File: src/rtl/display_scan_mux.sv
// Time-multiplexed scan driver for multi-digit 7-segment displays: one shared segment bus,
// one-hot digit enables, a dark lead-in at the start of each digit slot to suppress ghosting.
module display_scan_mux #(
    parameter int unsigned NDIG       = 4,
    parameter int unsigned DWELL      = 50000,
    parameter int unsigned BLANK      = 500,
    parameter bit          ACTIVE_LOW = 1'b1
) (
    input  logic                    clock,
    input  logic                    reset_n,
    input  logic                    enable,
    input  logic [NDIG-1:0]         digit_mask,
    input  logic [6:0]              segments_in [NDIG],
    output logic [6:0]              seg_out,
    output logic [NDIG-1:0]         digit_sel,
    output logic [$clog2(NDIG)-1:0] scan_idx,
    output logic                    frame_tick
);

    localparam int unsigned CW = $clog2(DWELL);
    localparam int unsigned IW = $clog2(NDIG);

    localparam logic [CW-1:0]   CntLast  = CW'(DWELL - 1);
    localparam logic [CW-1:0]   BlankCnt = CW'(BLANK);
    localparam logic [IW-1:0]   IdxLast  = IW'(NDIG - 1);
    localparam logic [6:0]      SegOff   = ACTIVE_LOW ? 7'h7F : 7'h00;
    localparam logic [NDIG-1:0] DigOff   = ACTIVE_LOW ? {NDIG{1'b1}} : {NDIG{1'b0}};
    localparam logic [NDIG-1:0] DigOne   = {{(NDIG - 1){1'b0}}, 1'b1};

    logic [CW-1:0]   r_cnt;
    logic [IW-1:0]   r_idx;
    logic [6:0]      r_seg;
    logic [NDIG-1:0] r_dig;
    logic            r_tick;

    logic [CW-1:0]   w_cnt_d;
    logic [IW-1:0]   w_idx_d;
    logic            w_tick_d;
    logic            w_lit;
    logic [NDIG-1:0] w_onehot;
    logic [6:0]      w_seg_d;
    logic [NDIG-1:0] w_dig_d;

    // A disabled cycle holds the counters, so a wrap coinciding with enable low never ticks.
    always_comb begin
        w_cnt_d  = r_cnt;
        w_idx_d  = r_idx;
        w_tick_d = 1'b0;
        if (enable) begin
            if (r_cnt == CntLast) begin
                w_cnt_d  = '0;
                w_tick_d = (r_idx == IdxLast);
                w_idx_d  = (r_idx == IdxLast) ? '0 : r_idx + 1'b1;
            end else begin
                w_cnt_d = r_cnt + 1'b1;
            end
        end
    end

    // Outputs are decoded from next-state so they line up with the registered cnt/idx.
    always_comb begin
        w_lit    = enable && (w_cnt_d >= BlankCnt) && digit_mask[w_idx_d];
        w_onehot = DigOne << w_idx_d;
        w_seg_d  = SegOff;
        w_dig_d  = DigOff;
        if (w_lit) begin
            w_seg_d = segments_in[w_idx_d];
            w_dig_d = ACTIVE_LOW ? ~w_onehot : w_onehot;
        end
    end

    always_ff @(posedge clock or negedge reset_n) begin
        if (!reset_n) begin
            r_cnt  <= '0;
            r_idx  <= '0;
            r_seg  <= SegOff;
            r_dig  <= DigOff;
            r_tick <= 1'b0;
        end else begin
            r_cnt  <= w_cnt_d;
            r_idx  <= w_idx_d;
            r_seg  <= w_seg_d;
            r_dig  <= w_dig_d;
            r_tick <= w_tick_d;
        end
    end

    assign seg_out    = r_seg;
    assign digit_sel  = r_dig;
    assign scan_idx   = r_idx;
    assign frame_tick = r_tick;

endmodule

File: config.mk
export PLATFORM = sky130hd
export DESIGN_NAME = display_scan_mux
export DESIGN_NICKNAME = d
export VERILOG_FILES = /design/src/rtl/display_scan_mux.sv
export SDC_FILE = /design/constraint.sdc
export NUM_CORES = 1
export LEC_CHECK = 0
export ABC_AREA = 1
export CAP_MARGIN = 15
export CORE_MARGIN = 1.5
export CORE_UTILIZATION = 44
export CTS_CLUSTER_DIAMETER = 80
export DETAILED_ROUTE_END_ITERATION = 16
export GPL_TIMING_DRIVEN = 0
export PLACE_DENSITY = 0.8
export SLEW_MARGIN = 40
export SYNTH_ARGS = -nofsm -noshare
export SYNTH_HDL_FRONTEND = slang
export SYNTH_SLANG_ARGS = --single-unit
File: constraint.sdc
create_clock -name clock -period 1.6 [get_ports clock]
set_input_delay 0.32 -clock clock [delete_from_list [all_inputs] [get_ports clock]]
set_output_delay 0.32 -clock clock [all_outputs]
set_load 0.05 [all_outputs]
Word-level counts from Yosys, hierarchy flattened
Cells that the tools add are included.
Storage, ports and cells
  input port bits: 35
  logic and storage cells: 31
  output and inout bits: 14
  bits in registers: 30
Cells by class
  multiplexer cells: 14
  shift operators: 1
  $lt $le $gt $ge: 3
  equal/unequal tests: 2
  add/subtract/negate cells: 2
  reductions and logical operators: 2
  bitwise operators: 2
Operators by type and width (count)
  $mux W16: 2
  $mux W7: 3
  $add A16 B1 Y16 const B: 1
  $eq A16 B16 Y1 const B: 1
  $ge A16 B9 Y1 const B: 1
  $bmux W7 S2: 1
  $mux W2: 3
  $mux W4: 1
  $not A4 Y4: 1
  $shl A1 B2 Y4 const A: 1
  $ge A3 B3 Y1 const B: 1
  $lt A2 B3 Y1 const B: 1
  $mux W1: 3
  $not A2 Y3: 1
  $add A2 B1 Y2 const B: 1
  $bmux W1 S2: 1
  $eq A2 B2 Y1 const B: 1
  $logic_and A1 B1 Y1: 2

Longest topological paths before layout
Gate-level depths: netlist (run 1).
  depth after elaboration: 9
  mapped depth: 13

Worst setup path after synthesis (run 1)
OpenSTA, ideal clock, no wires.
  path type: reg-to-reg
  start: register r_idx[0] (netlist: scan_idx[0])
  end: register r_dig[0] (netlist: digit_sel[0])
  setup slack: -0.338 ns
  clock period less this slack: 1.938 ns
  stages on the path, launching flop included: 12
  arrival: 1.855 ns
  path buffers: 1
  cell sequence: dfrtp_1 ha_1 nor2_1 inv_1 nand4_1 nand2_2 nand2_1 nand2_1 nand2_2 a21oi_2 buf_6 nand3_2
On the way
  longest elaborated chain between the ends: 8
  elaborated cells between the ends (all ways): 11
  classes of those cells: add/sub (1); eq/ne (1); shift (1); mux (6); bitwise (1); reduce/logical (1)
RTL lines
  start: declaration: line 31  | logic [IW-1:0] r_idx;
  start signal: assignment: line 81  | r_idx <= w_idx_d;
  $add A2 B1 Y2 / $eq A2 B2 Y1 (equally long branches): line 53  | w_idx_d = (r_idx == IdxLast) ? '0 : r_idx + 1'b1;
  $mux W2: line 53
  $mux W2: line 50  | if (r_cnt == CntLast) begin
  $mux W2 (*): line 49  | if (enable) begin
  $bmux W1 S2: line 62  | w_lit = enable && (w_cnt_d >= BlankCnt) && digit_mask[w_idx_d];
  $mux W1 (not written as such): line 62
  $logic_and A1 B1 Y1: line 62
  $mux W4 (*): line 66  | if (w_lit) begin
  via w_dig_d[0]: line 42  | logic [NDIG-1:0] w_dig_d;
  end signal: assignment: line 77  | r_dig <= DigOff;
  end signal: assignment: line 83  | r_dig <= w_dig_d;
  end: declaration: line 33  | logic [NDIG-1:0] r_dig;
Mark *: on every way through the listed nets, which the timed path passes. The rest lies on a longest branch. The select of a mux whose other input is x is not followed.

Worst setup path in the final report (run 1)
  start: register r_cnt[11]
  end: register r_seg[1] (netlist: seg_out[1])
On the way
  longest elaborated chain between the ends: 8
  elaborated cells between the ends (all ways): 16
  classes of those cells: add/sub (1); order compare (1); eq/ne (1); mux (10); bitwise (1); reduce/logical (2)
RTL lines
  start: declaration: line 30  | logic [CW-1:0] r_cnt;
  start signal: assignment: line 80  | r_cnt <= w_cnt_d;
  parallel branches: the longest is 7 deep, another holds $add A16 B1 Y16
  $mux W7 (*): line 66
  via w_seg_d[1]: line 41  | logic [6:0] w_seg_d;
  end signal: assignment: line 76  | r_seg <= SegOff;
  end signal: assignment: line 82  | r_seg <= w_seg_d;
  end: declaration: line 32  | logic [6:0] r_seg;
Mark *: on every way through the listed nets, which the timed path passes. The select of a mux whose other input is x is not followed.

==> metrics.md, run 1 <==
| Metric | Value |
|---|---|
| Status | finished with violations |
| Failing checks | negative setup slack |
| WP buf/inv | 2 |
| Maximum VDD drop | 0.8263 mV |
| Crit path largest cell delay | 0.45 ns |
| Drt drc | 0 |
| Tot Pwr | 2.641 mW |
| Max Cap Viol | 0 |
| Final Skew | 0.01453 ns |
| Arrival time worst endpoint | 2.24 ns |
| Xor/xnor share of the synthesized area | 2.743% |
| Vias in the first global route | 1926 |
| TritonCTS Sinks | 30 |
| # diodes | 0 |
| Post-route setup slack | -0.4001 ns |
| Initial Utilization | 46.88% |
| Synth Instances | 249 |
| Worst Setup SP | r_cnt[11] |
| DR iter-0 viols | 296 |
| Num rows | 23 |
| Cell count of the worst reg-to-reg path | 12 |
| Post-route ant nets | 0 |
| Fin crit share | 125.0% |
| Mapped Area | 0.001916 sq mm |
| Area after DPL | 0.002479 sq mm |
| Top-area cell type share of the netlist area | 24.82% |
| Grt ovf | 0 |
| CTS buffer count | 5 |
| Synth cell count leaders | nand2_1, nor2_1, inv_1 |
| Largest net degree at the start of global routing | 31 |
| Fin nets | 373 |
| Req. time, crit path | 1.84 ns |
| Comb power frac | 37.3% |
| CP delay by family, top | simple AND/OR/NAND/NOR gates |
| Synth Flop Type | dfrtp_1 |
| Top-count cell post-synth | nand2_1 |
| Post-Synth Simple-Gate Area | 44.48% |
| Area leader, netlist | dfrtp_1 |
| Max Slew Vio Count | 0 |
| Crit-path slowest cell | dfrtp_2 |
| RR Startpoint | r_cnt[11] |
| Hold crit path type | in -> async |
| # hold bufs at CTS | 0 |
| Worst hold slack | 0.06564 ns |
| Total track usage | 25.25% |
| Clock transition at path regs | 0.08 ns |
| Dpl hpwl | 3447 um |
| Largest family of logic cells by synthesized area | simple AND/OR/NAND/NOR gates |
| CP startpoint kind | register |
| First-pass GRT wire length | 8914 um |
| Fillers | 243 |
| Share of layout cells above drive strength 1 | 42.14% |
| Synth Area in Compound Gates | 3.723% |
| Fin area | 0.003044 sq mm |
| CTS tree | done |
| CORE AREA | 0.004086 sq mm |
| Distinct cells, synth | 30 |
| Synth async-reset ratio | 100.0% |
| Psw | 0.9762 mW |
| Fin crit period | 2.000 ns |
| Fin util | 74.49% |
| Crit end category | register |
| R2R setup slack | -0.40 ns |
| P_int | 1.665 mW |
| CP max FO | 8 |
| Register area share after synthesis | 39.91% |
| Crit Path Category | reg -> reg |
| Adder-cell share of the synthesized area | 1.306% |
| Fin Setup TNS | -3.855 ns |
| #FFs+latches synth | 30 |
| Die Wd | 68.98 um |
| Latest clock arrival within the worst-skew pair | 0.29 ns |
| Synth-to-Final Area Change | 58.92% |
| Measured slew at the worst slew-check pin | 0.6847 ns |
| LEAKAGE | 1.392 nW |
| Clk pwr share | 24.9% |
| H-tree levels | 2 |
| Multiplexer share of the synthesized area | 0% |
| Synth warnings | 0 |
| Switching Fraction | 36.96% |
| Cell area power density | 867.6 mW/mm^2 |
| Number of synthesized flops with an enable pin | 0 |
| Sequential share of power | 37.7% |
| Via count | 2181 |
| Die area | 0.004758 sq mm |
| Post-synthesis average cell area | 7.693 sq um |
| DR WL/cell | 17.33 um |
| Root Driver | clkbuf_8 |
| Initial antenna violation count | 0 |
| CP Cell Sequence | inv_2 -> nand4_1 -> nor2_4 -> nand3_4 -> nand2_4 -> o21ai_4 -> buf_6 -> nor2_4 -> nand2_1 -> nand2_1 -> nor2_4 -> nand3_2 |
| RSZ-0062 raised after global routing | yes |
| 1st-pass router iterations | 6 |
| DP Worst Slack | -0.7422 ns |
| Vias per cell | 5.636 |
| Setup violators final | 12 |
| Hold Vio Cnt, Final | 0 |
| Setup crit end | seg_out[1] |
| CTS Buffer Depth | 2 |
| I/O Pins | 49 |
| Most used cell, CP | nor2_4 |
| Logic depth of the worst setup path including buffers | 12 |
| Drt total wl | 6708 um |
| FF-to-FF End | seg_out[1] |
| RD Place Congestion | 0.8617 |
| Slew HR | 54.35% |
| IO Port Bufs | 48 |
| Synth top area cells | dfrtp_1, nand2_1, dfstp_2, nand3_1, nand3_2 |
| Cells after DPL | 347 |
| FMAX | 0.5000 GHz |
| Die span in y | 68.98 um |
| Mapped Nets | 286 |
| Layout Cells excl Fill | 387 |
area by class of cell:
type	instances	area [sq um]	share of cell area, %
buffer	4	45.04	1.480
clock buffer	8	90.09	2.959
inverter	28	105.1	3.453
multi-input combinational	187	1219	40.03
sequential	30	772.0	25.36
tap	50	62.56	2.055
timing repair buffer	80	750.7	24.66
power groups by stage:
stage | combinational (mW) | clock, mW | sequential (mW)
floorplan | 0.429 | 0 | 0.995
global placement | 0.631 | 0 | 0.989
detailed placement | 0.646 | 0 | 0.990
CTS | 0.820 | 0.651 | 0.968
global route | 1.05 | 0.696 | 1.01
finish | 0.986 | 0.659 | 0.996
state kept, by name, summed over array words and instances (netlist names):
register,count
digit_sel,4
frame_tick,1
r_cnt,16
scan_idx,2
seg_out,7
per-layer routing:
metal / wire length [um] / vias to the layer above / track usage [%]
met5: 0 / - / 0
met1: 2462 / 1006 / 31.74
met2: 3343 / 172 / 42.91
met4: 323 / 0 / 8.578
li1: - / 968 / -
met3: 579 / 35 / 5.357
worst min-delay path by stage:
stage	startpoint	endpoint	slack (ns)
2_1_floorplan	reset_n	frame_tick	0.02
3_3_place_gp	r_cnt[13]	r_cnt[13]	0.54
3_5_place_dp	reset_n	r_cnt[10]	0.40
4_1_cts	reset_n	r_cnt[2]	0.1
5_1_grt	reset_n	r_cnt[2]	0.12
6_report	reset_n	r_cnt[2]	0.07
cell usage in the layout, fill, tap and decap left out, types with 9 or more instances in the layout:
| master | synthesis | layout |
|---|---|---|
| clkdlybuf4s50_1 | 0 | 32 |
| nand3_1 | 25 | 20 |
| dfrtp_1 | 19 | 13 |
| nor2_4 | 5 | 13 |
| nor2_2 | 4 | 9 |
| buf_4 | 0 | 26 |
| buf_6 | 4 | 9 |
| nor2_1 | 28 | 15 |
| nand2_2 | 5 | 19 |
| clkdlybuf4s15_2 | 0 | 10 |
| nand2_1 | 79 | 62 |
| dfstp_2 | 11 | 11 |
| inv_1 | 26 | 25 |
| nand3_2 | 11 | 13 |
logic make-up after synthesis:
| logic type | Yosys count |
|---|---|
| AND/OR/NAND/NOR | 169 |
| AO/OA/AOI/OAI | 10 |
| adder cells (fa/ha/maj) | 2 |
| flip-flops | 30 |
| XOR/XNOR | 6 |
| buffers and inverters | 32 |
what timing repair did:
action                     in CTS  in global routing
cloned                          2                  0
setup endpoints to repair      26                 13
pin swaps                      17                 29
resized for setup              63                 38
setup buffers                  18                 12
Note: power is estimated with default switching activity, not from simulation.
==> run 2, diff against run 1 <==
--- a/config.mk
+++ b/config.mk
@@ -7,7 +7,6 @@
 export LEC_CHECK = 0
 export ABC_AREA = 1
 export CAP_MARGIN = 15
-export CORE_MARGIN = 1.5
 export CORE_UTILIZATION = 44
 export CTS_CLUSTER_DIAMETER = 80
 export DETAILED_ROUTE_END_ITERATION = 16
==> run 2 against run 1 <==
  * The flow still finishes with violations (negative setup slack)
  * Highest routed layer unchanged
  * Clock power shrank 11%
  * Final cell count shrank 2.1%
  * Count of clock-buffer cells in the layout is the same
  * Global-route usage down 1.3 points
  * Wire length down 16%
  * First-iteration DRC count shrank 31%
==> metrics.md, run 2 (same netlist as run 1, synthesis figures left out) <==
| Metric | Value |
|---|---|
| CP startpoint kind | register |
| Initial Utilization | 46.88% (unchanged) |
| Fin crit period | 1.893 ns (-0.1073 ns) |
| First-pass GRT wire length | 8128 um (-8.8%) |
| Num rows | 23 (unchanged) |
| DR iter-0 viols | 205 (-31%) |
| Latest clock arrival within the worst-skew pair | 0.28 ns (about the same) |
| Total track usage | 23.99% (-1.3 points) |
| RSZ-0062 raised after global routing | yes |
| Initial antenna violation count | 0 (unchanged) |
| Die area | 0.004621 sq mm (-2.9%) |
| DR WL/cell | 14.88 um (-14%) |
| Hold crit path type | in -> async |
| Slew HR | 53.86% (-0.49 points) |
| TritonCTS Sinks | 30 (unchanged) |
| Crit Path Category | reg -> reg |
| Fin crit share | 118.3% (-6.7 points) |
| CTS Buffer Depth | 2 (unchanged) |
| Root Driver | clkbuf_8 |
| Measured slew at the worst slew-check pin | 0.6921 ns (+0.007308 ns) |
| Failing checks | negative setup slack |
| H-tree levels | 2 (unchanged) |
| Cells after DPL | 347 (unchanged) |
| Setup violators final | 11 (-1) |
| Reg with most FFs | r_cnt |
| IO Port Bufs | 48 (unchanged) |
| Final Skew | 0.01234 ns (-0.002191 ns) |
| LEAKAGE | 1.329 nW (-4.6%) |
| Layout Cells excl Fill | 379 (-2.1%) |
| Max Slew Vio Count | 0 (unchanged) |
| Commonest non-fill, non-tap cell in the layout | nand2_1 |
| Post-route setup slack | -0.2928 ns (+0.1073 ns) |
| Grt ovf | 0 (unchanged) |
| Worst hold slack | 0.07162 ns (+0.005980 ns) |
| Fillers | 321 (+32%) |
| RD Place Congestion | 0.8676 (+0.68%) |
| Synth-to-Final Area Change | 48.92% |
| Maximum VDD drop | 0.5552 mV (-33%) |
| CTS tree | done |
| Crit end category | register |
| CORE AREA | 0.004086 sq mm (unchanged) |
| Cell area power density | 850.5 mW/mm^2 (-2.0%) |
| Area after DPL | 0.002479 sq mm (unchanged) |
| Arrival time worst endpoint | 2.11 ns (-0.13 ns) |
| Post-route ant nets | 0 (unchanged) |
| Vias per cell | 5.193 (-7.9%) |
| DP Worst Slack | -0.7717 ns (-0.02952 ns) |
| I/O Pins | 49 (unchanged) |
| FMAX | 0.5283 GHz (+5.7%) |
| Die span in y | 67.98 um (-1.4%) |
| # diodes | 0 (unchanged) |
| Drt total wl | 5639 um (-16%) |
| Largest net degree at the start of global routing | 31 (unchanged) |
| Die Wd | 67.98 um (-1.4%) |
| Fin nets | 365 (-2.1%) |
| Share of layout cells above drive strength 1 | 35.26% (-6.9 points) |
| Max Cap Viol | 0 (unchanged) |
| Most frequent cells in the layout | nand2_1, clkdlybuf4s50_1, inv_1, buf_4, nand3_1 |
| CTS buffer count | 5 (unchanged) |
| Via count | 1968 (-9.8%) |
| Tot Pwr | 2.426 mW (-8.1%) |
| CP max FO | 5 (-3) |
| Dpl hpwl | 3454 um (+0.19%) |
| Status | finished with violations |
| Max FFs per register | 16 (unchanged) |
| Drt drc | 0 (unchanged) |
| Clock transition at path regs | 0.07 ns (about the same) |
| Vias in the first global route | 1817 (-5.7%) |
| 1st-pass router iterations | 4 (-2) |
| Hold Vio Cnt, Final | 0 (unchanged) |
| Fin area | 0.002853 sq mm (-6.3%) |
| Req. time, crit path | 1.82 ns (-0.02 ns) |
run 2: changes by cell type in the layout (fill, tap and decap cells not counted), sizes merged:
cell           delta
clkdlybuf4s15     -1
buf               -8
clkbuf            +2
dlygate4sd2       -1
run 2: final cells by class:
class	count	area, sq um	area share (%)
multi-input combinational	187	1135	39.78
sequential	30	772.0	27.06
timing repair buffer	73	664.4	23.29
inverter	28	105.1	3.684
clock buffer	8	80.08	2.807
tap	50	62.56	2.193
buffer	3	33.78	1.184
run 2: power breakdown:
part / internal [mW] / leakage, nW / total [mW] / switching [mW]
Clock: 0.309 / 0.0395 / 0.587 / 0.278
Combinational: 0.364 / 0.942 / 0.819 / 0.456
Sequential: 0.874 / 0.348 / 1.02 / 0.146
Total: 1.55 / 1.33 / 2.43 / 0.880
run 2: worst paths after layout:
check	endpoint	slack, ns	from	cells after the start
min in group clock	r_cnt[1]	0.55	enable	3
max in group asynchronous	scan_idx[1]	1.03	reset_n	1
hold reg to reg	r_cnt[13]	0.57	r_cnt[13]	1
setup / recovery	seg_out[4]	-0.29	r_cnt[8]	11
hold / removal	r_cnt[3]	0.07	reset_n	1
setup reg to reg	seg_out[4]	-0.29	r_cnt[8]	11
run 2: critical path: stages (launching register included):
cell and delay (ns):
dfrtp_1 0.41, buf_4 0.15, nand3_1 0.09, nand3b_2 0.31
nor2_4 0.15, nand3_1 0.08, nand2_1 0.09, nand2_1 0.06
nor2_2 0.13, nand3_2 0.13, buf_6 0.16, nand3_2 0.07
run 2: stage by stage:
stage	util, %	setup TNS [ns]
after floorplan	-	-1.472
after global placement	60.78	-15.75
after detailed placement	60.66	-10.19
after CTS	67.91	-2.460
after global routing	69.81	-4.562
final	69.81	-3.130
run 2: metal layers:
| metal | up-vias | global-route usage, % | wire, um |
|---|---|---|---|
| met4 | 0 | 9.896 | 199 |
| li1 | 942 | - | - |
| met5 | - | 0 | 0 |
| met3 | 25 | 6.333 | 415 |
| met2 | 98 | 40.20 | 2787 |
| met1 | 903 | 28.85 | 2236 |
run 2: timing repair:
action / 4_1_cts / 5_1_grt
setup endpoints to repair: 25 / 14
hold buffers: 0 / 0
cloned: 2 / 0
pin swaps: 11 / 17
gates resized for setup: 60 / 16
hold endpoints to repair: 0 / 0
setup buffers: 13 / 10
